==> src/rtl/rgb_cmd_pkg.sv <==
// Shared definitions for the RGB UART command parser: parser state encoding,
// ASCII constants, the empty-RX sentinel and a hex digit decoder.
package rgb_cmd_pkg;

    typedef logic [2:0] parse_state_t;

    localparam parse_state_t ST_IDLE    = 3'd0;
    localparam parse_state_t ST_DIG     = 3'd1;
    localparam parse_state_t ST_TERM    = 3'd2;
    localparam parse_state_t ST_ERR     = 3'd3;
    localparam parse_state_t ST_ACK_OK  = 3'd4;
    localparam parse_state_t ST_ACK_ERR = 3'd5;

    localparam logic [7:0] CH_HASH = 8'h23;
    localparam logic [7:0] CH_CR   = 8'h0D;
    localparam logic [7:0] CH_LF   = 8'h0A;
    localparam logic [7:0] CH_K    = 8'h4B;
    localparam logic [7:0] CH_E    = 8'h45;

    localparam logic [31:0] RX_EMPTY = 32'hFFFF_FFFF;

    typedef struct packed {
        logic       valid;
        logic [3:0] nib;
    } hex_t;

    // Letters map via the low nibble: 'a'/'A' have low nibble 1, so +9 gives 10.
    function automatic hex_t hex_nibble(input logic [7:0] c);
        hex_t h;
        h.valid = 1'b1;
        h.nib   = 4'h0;
        if (c >= 8'h30 && c <= 8'h39) begin
            h.nib = c[3:0];
        end else if ((c >= 8'h61 && c <= 8'h66) || (c >= 8'h41 && c <= 8'h46)) begin
            h.nib = c[3:0] + 4'd9;
        end else begin
            h.valid = 1'b0;
        end
        return h;
    endfunction

endpackage

==> src/rtl/rgb_uart_cmd_pwm.sv <==
// Three-channel PWM: prescaled 8-bit counter, duties reloaded only at the
// counter wrap so a period is never cut short or stretched.
module rgb_pwm #(
    parameter int          PWM_DIV   = 47,
    parameter logic [23:0] RESET_RGB = 24'h000000
) (
    input  logic        clk,
    input  logic        rst_n,
    input  logic [23:0] duty,
    output logic        red,
    output logic        green,
    output logic        blue
);

    localparam int PW = (PWM_DIV > 0) ? $clog2(PWM_DIV + 1) : 1;
    localparam logic [PW-1:0] PRESC_TC = PW'(PWM_DIV);

    logic [PW-1:0] presc;
    logic [7:0]    pc;
    logic [23:0]   duty_active;
    logic          step;

    assign step = (presc == PRESC_TC);

    always_ff @(posedge clk or negedge rst_n) begin
        if (!rst_n) begin
            presc       <= '0;
            pc          <= '0;
            duty_active <= RESET_RGB;
            red         <= 1'b0;
            green       <= 1'b0;
            blue        <= 1'b0;
        end else begin
            presc <= step ? '0 : presc + PW'(1);
            if (step) begin
                pc <= pc + 8'd1;
                if (pc == 8'hFF) begin
                    duty_active <= duty;
                end
            end
            red   <= (pc < duty_active[23:16]);
            green <= (pc < duty_active[15:8]);
            blue  <= (pc < duty_active[7:0]);
        end
    end

endmodule

==> src/rtl/rgb_uart_cmd.sv <==
// UART '#rrggbb' + CR/LF colour command parser driving rgb_pwm.
// Define RGB_CMD_ACK_EN to send 'K'/'E' acknowledgements over UART TX.
module rgb_uart_cmd #(
    parameter int          PWM_DIV   = 47,
    parameter logic [23:0] RESET_RGB = 24'h000000
) (
    input  logic        hw_clk,
    input  logic        resetn,
    input  logic [31:0] reg_dat_do,
    input  logic        reg_dat_wait,
    output logic        reg_dat_re,
    output logic        reg_dat_we,
    output logic [31:0] reg_dat_di,
    output logic        rgb_red,
    output logic        rgb_green,
    output logic        rgb_blue,
    output logic [23:0] duty_rgb
);
    import rgb_cmd_pkg::*;

`ifdef RGB_CMD_ACK_EN
    localparam parse_state_t ST_DONE_OK  = ST_ACK_OK;
    localparam parse_state_t ST_DONE_ERR = ST_ACK_ERR;
`else
    localparam parse_state_t ST_DONE_OK  = ST_IDLE;
    localparam parse_state_t ST_DONE_ERR = ST_IDLE;
`endif

    parse_state_t state;
    logic [2:0]   digits;
    logic [23:0]  shadow;
    logic [1:0]   holdoff;
    logic [7:0]   rx_byte;
    logic         in_ack;
    logic         take;
    logic         is_term;
    hex_t         hx;

    assign rx_byte = reg_dat_do[7:0];
    assign hx      = hex_nibble(rx_byte);
    assign is_term = (rx_byte == CH_CR) || (rx_byte == CH_LF);
    // holdoff masks the strobe cycle and the one after, while the UART updates its data port
    assign take    = (holdoff == 2'd0) && (reg_dat_do != RX_EMPTY) && !in_ack;

`ifdef RGB_CMD_ACK_EN
    assign in_ack     = (state == ST_ACK_OK) || (state == ST_ACK_ERR);
    assign reg_dat_we = in_ack;
    always_comb begin
        reg_dat_di = '0;
        if (state == ST_ACK_OK) begin
            reg_dat_di[7:0] = CH_K;
        end else if (state == ST_ACK_ERR) begin
            reg_dat_di[7:0] = CH_E;
        end
    end
`else
    assign in_ack     = 1'b0;
    assign reg_dat_we = 1'b0;
    assign reg_dat_di = '0;
`endif

    always_ff @(posedge hw_clk or negedge resetn) begin
        if (!resetn) begin
            state      <= ST_IDLE;
            digits     <= '0;
            shadow     <= '0;
            holdoff    <= '0;
            reg_dat_re <= 1'b0;
            duty_rgb   <= RESET_RGB;
        end else begin
            reg_dat_re <= take;
            if (take) begin
                holdoff <= 2'd2;
            end else if (holdoff != 2'd0) begin
                holdoff <= holdoff - 2'd1;
            end

            if (take) begin
                if (rx_byte == CH_HASH) begin
                    state  <= ST_DIG;
                    digits <= '0;
                    shadow <= '0;
                end else begin
                    case (state)
                        ST_DIG: begin
                            if (hx.valid) begin
                                shadow <= {shadow[19:0], hx.nib};
                                digits <= digits + 3'd1;
                                if (digits == 3'd5) begin
                                    state <= ST_TERM;
                                end
                            end else begin
                                state <= ST_ERR;
                            end
                        end
                        ST_TERM: begin
                            if (is_term) begin
                                duty_rgb <= shadow;
                                state    <= ST_DONE_OK;
                            end else begin
                                state <= ST_ERR;
                            end
                        end
                        ST_ERR: begin
                            if (is_term) begin
                                state <= ST_DONE_ERR;
                            end
                        end
                        default: ;
                    endcase
                end
            end else if (in_ack && !reg_dat_wait) begin
                state <= ST_IDLE;
            end
        end
    end

    rgb_pwm #(
        .PWM_DIV  (PWM_DIV),
        .RESET_RGB(RESET_RGB)
    ) u_pwm (
        .clk  (hw_clk),
        .rst_n(resetn),
        .duty (duty_rgb),
        .red  (rgb_red),
        .green(rgb_green),
        .blue (rgb_blue)
    );

endmodule

==> config.mk <==
export PLATFORM = sky130hd
export DESIGN_NAME = rgb_uart_cmd
export DESIGN_NICKNAME = d
export VERILOG_FILES = /design/src/rtl/rgb_cmd_pkg.sv /design/src/rtl/rgb_uart_cmd_pwm.sv /design/src/rtl/rgb_uart_cmd.sv
export SDC_FILE = /design/constraint.sdc
export NUM_CORES = 1
export LEC_CHECK = 0
export ABC_AREA = 1
export CAP_MARGIN = 20
export CORE_MARGIN = 2
export CORE_UTILIZATION = 35
export DETAILED_ROUTE_END_ITERATION = 7
export SLEW_MARGIN = 20
export SYNTH_ARGS = -nofsm -noshare
export SYNTH_HDL_FRONTEND = slang
export SYNTH_SLANG_ARGS = --single-unit
==> constraint.sdc <==
create_clock -name hw_clk -period 3.08 [get_ports hw_clk]
set_input_delay 0.462 -clock hw_clk [delete_from_list [all_inputs] [get_ports hw_clk]]
set_output_delay 0.462 -clock hw_clk [all_outputs]
set_load 0.01 [all_outputs]
# Word level (Yosys, flattened, before mapping)
# Cells that the tools add are included.
# W data, S select, Z words.
op_classes:
  add_sub_neg: 5
  order_cmp: 9
  eq_ne: 12
  n_mux: 19
  n_bitwise: 1
  n_reduce_logical: 16
ops:
  columns: ["operator", "count"]
  rows:
  - ["$mux W24", 3]
  - ["$ne A32 B32 Y1 const B", 1]
  - ["$lt A8 B8 Y1", 3]
  - ["$mux W3", 7]
  - ["$eq A8 B4 Y1 const B", 2]
  - ["$ge A8 B7 Y1 const B", 2]
  - ["$le A8 B7 Y1 const B", 2]
  - ["$pmux W3 S3", 1]
  - ["$add A8 B1 Y8 const B", 1]
  - ["$eq A8 B6 Y1 const B", 1]
  - ["$eq A8 B8 Y1 const B", 1]
  - ["$ge A8 B6 Y1 const B", 1]
  - ["$le A8 B6 Y1 const B", 1]
  - ["$mux W4", 2]
  - ["$reduce_and A4 Y1", 2]
  - ["$reduce_bool A2 Y1", 4]
  - ["$add A6 B1 Y6 const B", 1]
  - ["$eq A3 B2 Y1 const B", 2]
  - ["$eq A6 B6 Y1 const B", 1]
  - ["$mux W2", 3]
  - ["$mux W6", 1]
  - ["$add A4 B4 Y4 const B", 1]
  - ["$logic_and A1 B1 Y1", 4]
  - ["$ne A4 B4 Y1 const B", 1]
  - ["12 further kinds", 14]
word_totals:
  ff_bits: 98
  inputBits: 35
  out_inout_bits: 61
  wordCells: 74

# Longest topological paths before layout
logic_depth:
  depth_word: 8
  mapped_depth: 12
  depth_no_buf: 10

# By module
# From an unflattened synthesis, not the netlist that was laid out.
hier_totals:
  hier_cells: 677
  area_unflattened_um2: 5445.2
modules_own_cells:
  columns: ["mod", "instances", "cells_each", "area_per_inst_um2", "seq_area_each_um2"]
  rows:
  - ["rgb_uart_cmd", 1, 411, 3209.3, 1401.3]
  - ["rgb_pwm", 1, 266, 2235.9, 1026.0]

# Worst setup path before layout
# Ideal clock, no wire load.
synth_path:
  kind: "input port to flip-flop"
  start: "input port reg_dat_do[0]"
  end: "register shadow[3]"
  t_arrival_ns: 1.635
  setup_slack_ns: 1.380
  cell_stages: 11
  path_buffers: 1
  path_cell_list: "inv_1 ha_1 nor2_1 nand2_1 nand3_1 nand3_2 nand2_2 nor2_4 buf_6 nand2_1 nand2_1"
synth_between:
  elab_chain_len: 8
synth_lines:
  columns: ["item", "line", "source"]
  rows:
  - ["start: declaration", "rgb_uart_cmd.sv:9", "input logic [31:0] reg_dat_do,"]
  - ["$ge A8 B7 Y1 or $le A8 B7 Y1 (tied branches)", "rgb_cmd_pkg.sv:34", "end else if ((c >= 8'h61 && c <= 8'h66) || (c >= 8'h41 && c <= 8'h46)) begin"]
  - ["$logic_and A1 B1 Y1", "rgb_cmd_pkg.sv:34", null]
  - ["$logic_or A1 B1 Y1", "rgb_cmd_pkg.sv:34", null]
  - ["$mux W4", "rgb_cmd_pkg.sv:34", null]
  - ["$mux W4", "rgb_cmd_pkg.sv:32", "if (c >= 8'h30 && c <= 8'h39) begin"]
  - ["$mux W24", "rgb_uart_cmd.sv:86", "if (hx.valid) begin"]
  - ["$mux W24", "rgb_uart_cmd.sv:84", "case (state)"]
  - ["$mux W24", "rgb_uart_cmd.sv:79", "if (rx_byte == CH_HASH) begin"]
  - ["end signal: assignment", "rgb_uart_cmd.sv:87", "shadow <= {shadow[19:0], hx.nib};"]
  - ["end: declaration", "rgb_uart_cmd.sv:31", "logic [23:0] shadow;"]
# Parallel ways exist; a longest one is shown, timed or not. The select of a mux whose other input is x is not followed.
# A chain may end at the register's enable or synchronous reset.

# Worst setup path in the final report
layout_path:
  start: "input port reg_dat_do[0]"
  end: "register digits[2]"
layout_between:
  elab_chain_len: 7
layout_lines:
  columns: ["item", "line", "source"]
  rows:
  - ["$ge A8 B7 Y1 or $le A8 B7 Y1 (tied branches)", "rgb_cmd_pkg.sv:34", null]
  - ["$logic_and A1 B1 Y1", "rgb_cmd_pkg.sv:34", null]
  - ["$logic_or A1 B1 Y1", "rgb_cmd_pkg.sv:34", null]
  - ["$mux W1", "rgb_cmd_pkg.sv:34", null]
  - ["$mux W1", "rgb_cmd_pkg.sv:32", null]
  - ["$reduce_bool A2 Y1 (no source line)", null, null]
  - ["$reduce_and A3 Y1 (no source line)", null, null]
  - ["end signal: assignment", "rgb_uart_cmd.sv:88", "digits <= digits + 3'd1;"]
  - ["end: declaration", "rgb_uart_cmd.sv:30", "logic [2:0] digits;"]
# Parallel ways exist; a longest one is shown, timed or not.

==> flow_summary.yaml <==
setup_path:
  cp_data_arrival_time_ns: 2.49
  path_max_fanout: 27
  worstSetupEndpointType: "flop"
  crit_required_ns: 3.31
  path_class: "in2reg"
  startpoint_type: "primary input"
detailed_routing:
  wl_per_cell_um: 12.1
  drtPass1Iterations: 4
  via_count: 4033
  via_per_inst: 4.49
  drt_iter0_drc: 192
  antenna_left: 0
  finalWirelength_um: 10800
  route.detailed.drc: 0
min_path:
  hp-class: "in2async"
global_routing:
  grtUsageTotal_pct: 14.2
  grt_pass1_vias: 4028
  gr-total-overflow: 0
  grt_antenna_before_repair: 0
  grt_pass1_wl_um: 18400
  grt_max_degree: 54
finish:
  final_cell_mix: "nand2_1, inv_1, dfrtp_1, clkdlybuf4s50_1, nor2_1"
  final_common_cell: "nand2_1"
  antenna_cells: 0
  layout.nets: 777
  drive_gt1_share_pct: 5.18
  syn2layout_area_growth_pct: 19.4
sta:
  max_slew_margin_pct: 60.7
  setup_violations: 0
  drv_slew: 0
  finalWorstSetupSlack_ns: 0.823
  fmax_mhz: 443
  fin_crit_sh_pct: 73.3
  min_period_ns: 2.26
  skew_ns: 0.00802
  tightest_slew_ns: 0.589
  hold_viol_final: 0
  fin_tns_setup_ns: 0
  rsz0062_at_grt: "false"
die:
  rows: 44
  core_um2: 14600
  die_height_um: 126
  io_pins: 96
  die_area_um2: 16000
  fp.dieW_um: 126
  start_util_pct: 35.9
clock_tree:
  path_clk_slew_ns: 0.06
  cts_buffers: 9
  cts_resized: 0
  cts_root_buf: "clkbuf_16"
  numClockSinks: 97
  clk_latency_ns: 0.35
  postCtsSetupRepairBufs: 0
  cts_hold_buffers: 0
  htreeDepth: 3
  cts_tree: "done"
  cts_buffer_depth: 2
run_status:
  status: "finished, final reports clean"
yosys:
  synth_top_area_cell: "dfrtp_1"
  yosysSeqAreaShare_pct: 46.3
  syn_area_um2: 5240
  ys_types: 30
  synthTopCellsByArea: "dfrtp_1, nand2_1, ha_1"
  syn-instance-count: 649
  ys_async_sr_fraction_pct: 100
  yosysWarningCount: 0
  synth_edf_count: 0
  synth_ff_type: "dfrtp_1"
  synth_top_area_share_pct: 46.3
  syn_avg_cell_area_um2: 8.07
  ys_ff_latch: 97
power:
  vdd_drop_max_mv: 0.260
  cellLeakagePower_nw: 3.15
  power_density_nw_per_um2: 482
placement:
  dp_hpwl_um: 7940
  place_ws_ns: 0.431
  gp_congestion: 0.780
  port_buffers: 61
run:
  drv_cap: 0
==> per-stage QoR <==
| stage | cells | util (%) | hold slack, ns | cell area, um2 | total power [mW] |
|---|---|---|---|---|---|
| final | 898 | 42.9 | 0.116 | 6260 | 3.02 |
| after detailed placement | 882 | 40.4 | 0.459 | 5900 | 1.73 |
| after floorplan | 681 | - | 0.166 | 5360 | 1.60 |
| after global placement | 882 | 40.4 | 0.448 | 5900 | 1.71 |
| after global routing | 898 | 42.9 | 0.167 | 6260 | 3.16 |
| after CTS | 898 | 42.9 | 0.139 | 6260 | 3.05 |
==> synthesized netlist by cell type (6+ instances only) <==
| cell | n |
|---|---|
| a21oi_1 | 21 |
| buf_4 | 33 |
| dfrtp_1 | 97 |
| ha_1 | 33 |
| inv_1 | 99 |
| nand2_1 | 188 |
| nand3_1 | 17 |
| nor2_1 | 52 |
| o21ai_0 | 38 |
| o21ai_1 | 15 |
| xor2_1 | 6 |
==> logic make-up (layout without fill, tap and decap cells) <==
group / count (synthesis) / in the layout / synth area share, %
and+or+nand+nor: 279 / 279 / 22.0
adders and majority gates: 33 / 33 / 7.88
xor gates and xnor gates: 8 / 8 / 1.34
DFF: 97 / 97 / 46.3
other: 1 / 33 / 0.0716
buffers and inverters: 150 / 183 / 14.2
AOI/OAI and AO/OA: 81 / 81 / 8.17
==> flip-flops by register name (all words and copies together) (netlist names), 2 cells and up <==
name,cells
u_pwm.pc,8
state,2
u_pwm.presc,6
duty_rgb,24
digits,3
shadow,24
holdoff,2
u_pwm.duty_active,24
==> final cells by class <==
cell class                 count  area (um2)
inverter                     101         379
tap                          184         230
clock buffer                  12         256
clock inverter                 4        98.8
timing repair buffer          66         671
multi-input combinational    434        2190
fill                        1452        8330
sequential                    97        2430
==> critical path, cell delays in order <==
cell and delay [ns]:
clkdlybuf4s50_1 0.56, inv_1 0.11, ha_1 0.23, nor2_1 0.10
nand2_1 0.08, nand3_1 0.26, nand3_2 0.17, nand2_2 0.11
nor2_4 0.03, buf_4 0.22, nand2_1 0.09, nand2_1 0.06
==> layer usage <==
| metal | vias to the layer above | track usage, % | part of all wire [%] |
|---|---|---|---|
| met2 | 82 | 24.3 | 49 |
| met4 | 0 | 6.72 | 2.3 |
| met1 | 1880 | 17.5 | 45 |
| met5 | - | 0 | 0 |
| met3 | 19 | 2.57 | 3.8 |
| li1 | 2052 | - | - |
==> power by group <==
part	internal [mW]	switching [mW]
logic	0.152	0.196
registers	1.32	0.0389
clock network	0.840	0.474
==> final timing paths <==
check                                    startpoint                                 to  slack, ns  cells after the start
max in group asynchronous                    resetn              shadow[1]$_DFFE_PN0P_       2.29                      2
hold / removal                               resetn                u_pwm.red$_DFF_PN0_       0.12                      1
hold reg to reg            u_pwm.presc[0]$_DFF_PN0_           u_pwm.presc[0]$_DFF_PN0_       0.46                      1
min in group hw_clk        u_pwm.presc[0]$_DFF_PN0_           u_pwm.presc[0]$_DFF_PN0_       0.46                      1
setup / recovery                      reg_dat_do[0]              digits[2]$_DFFE_PN0P_       0.82                     12
setup reg to reg           u_pwm.presc[0]$_DFF_PN0_  u_pwm.duty_active[18]$_DFFE_PN0P_       0.95                      9
Power figures use the tool's default switching activity.
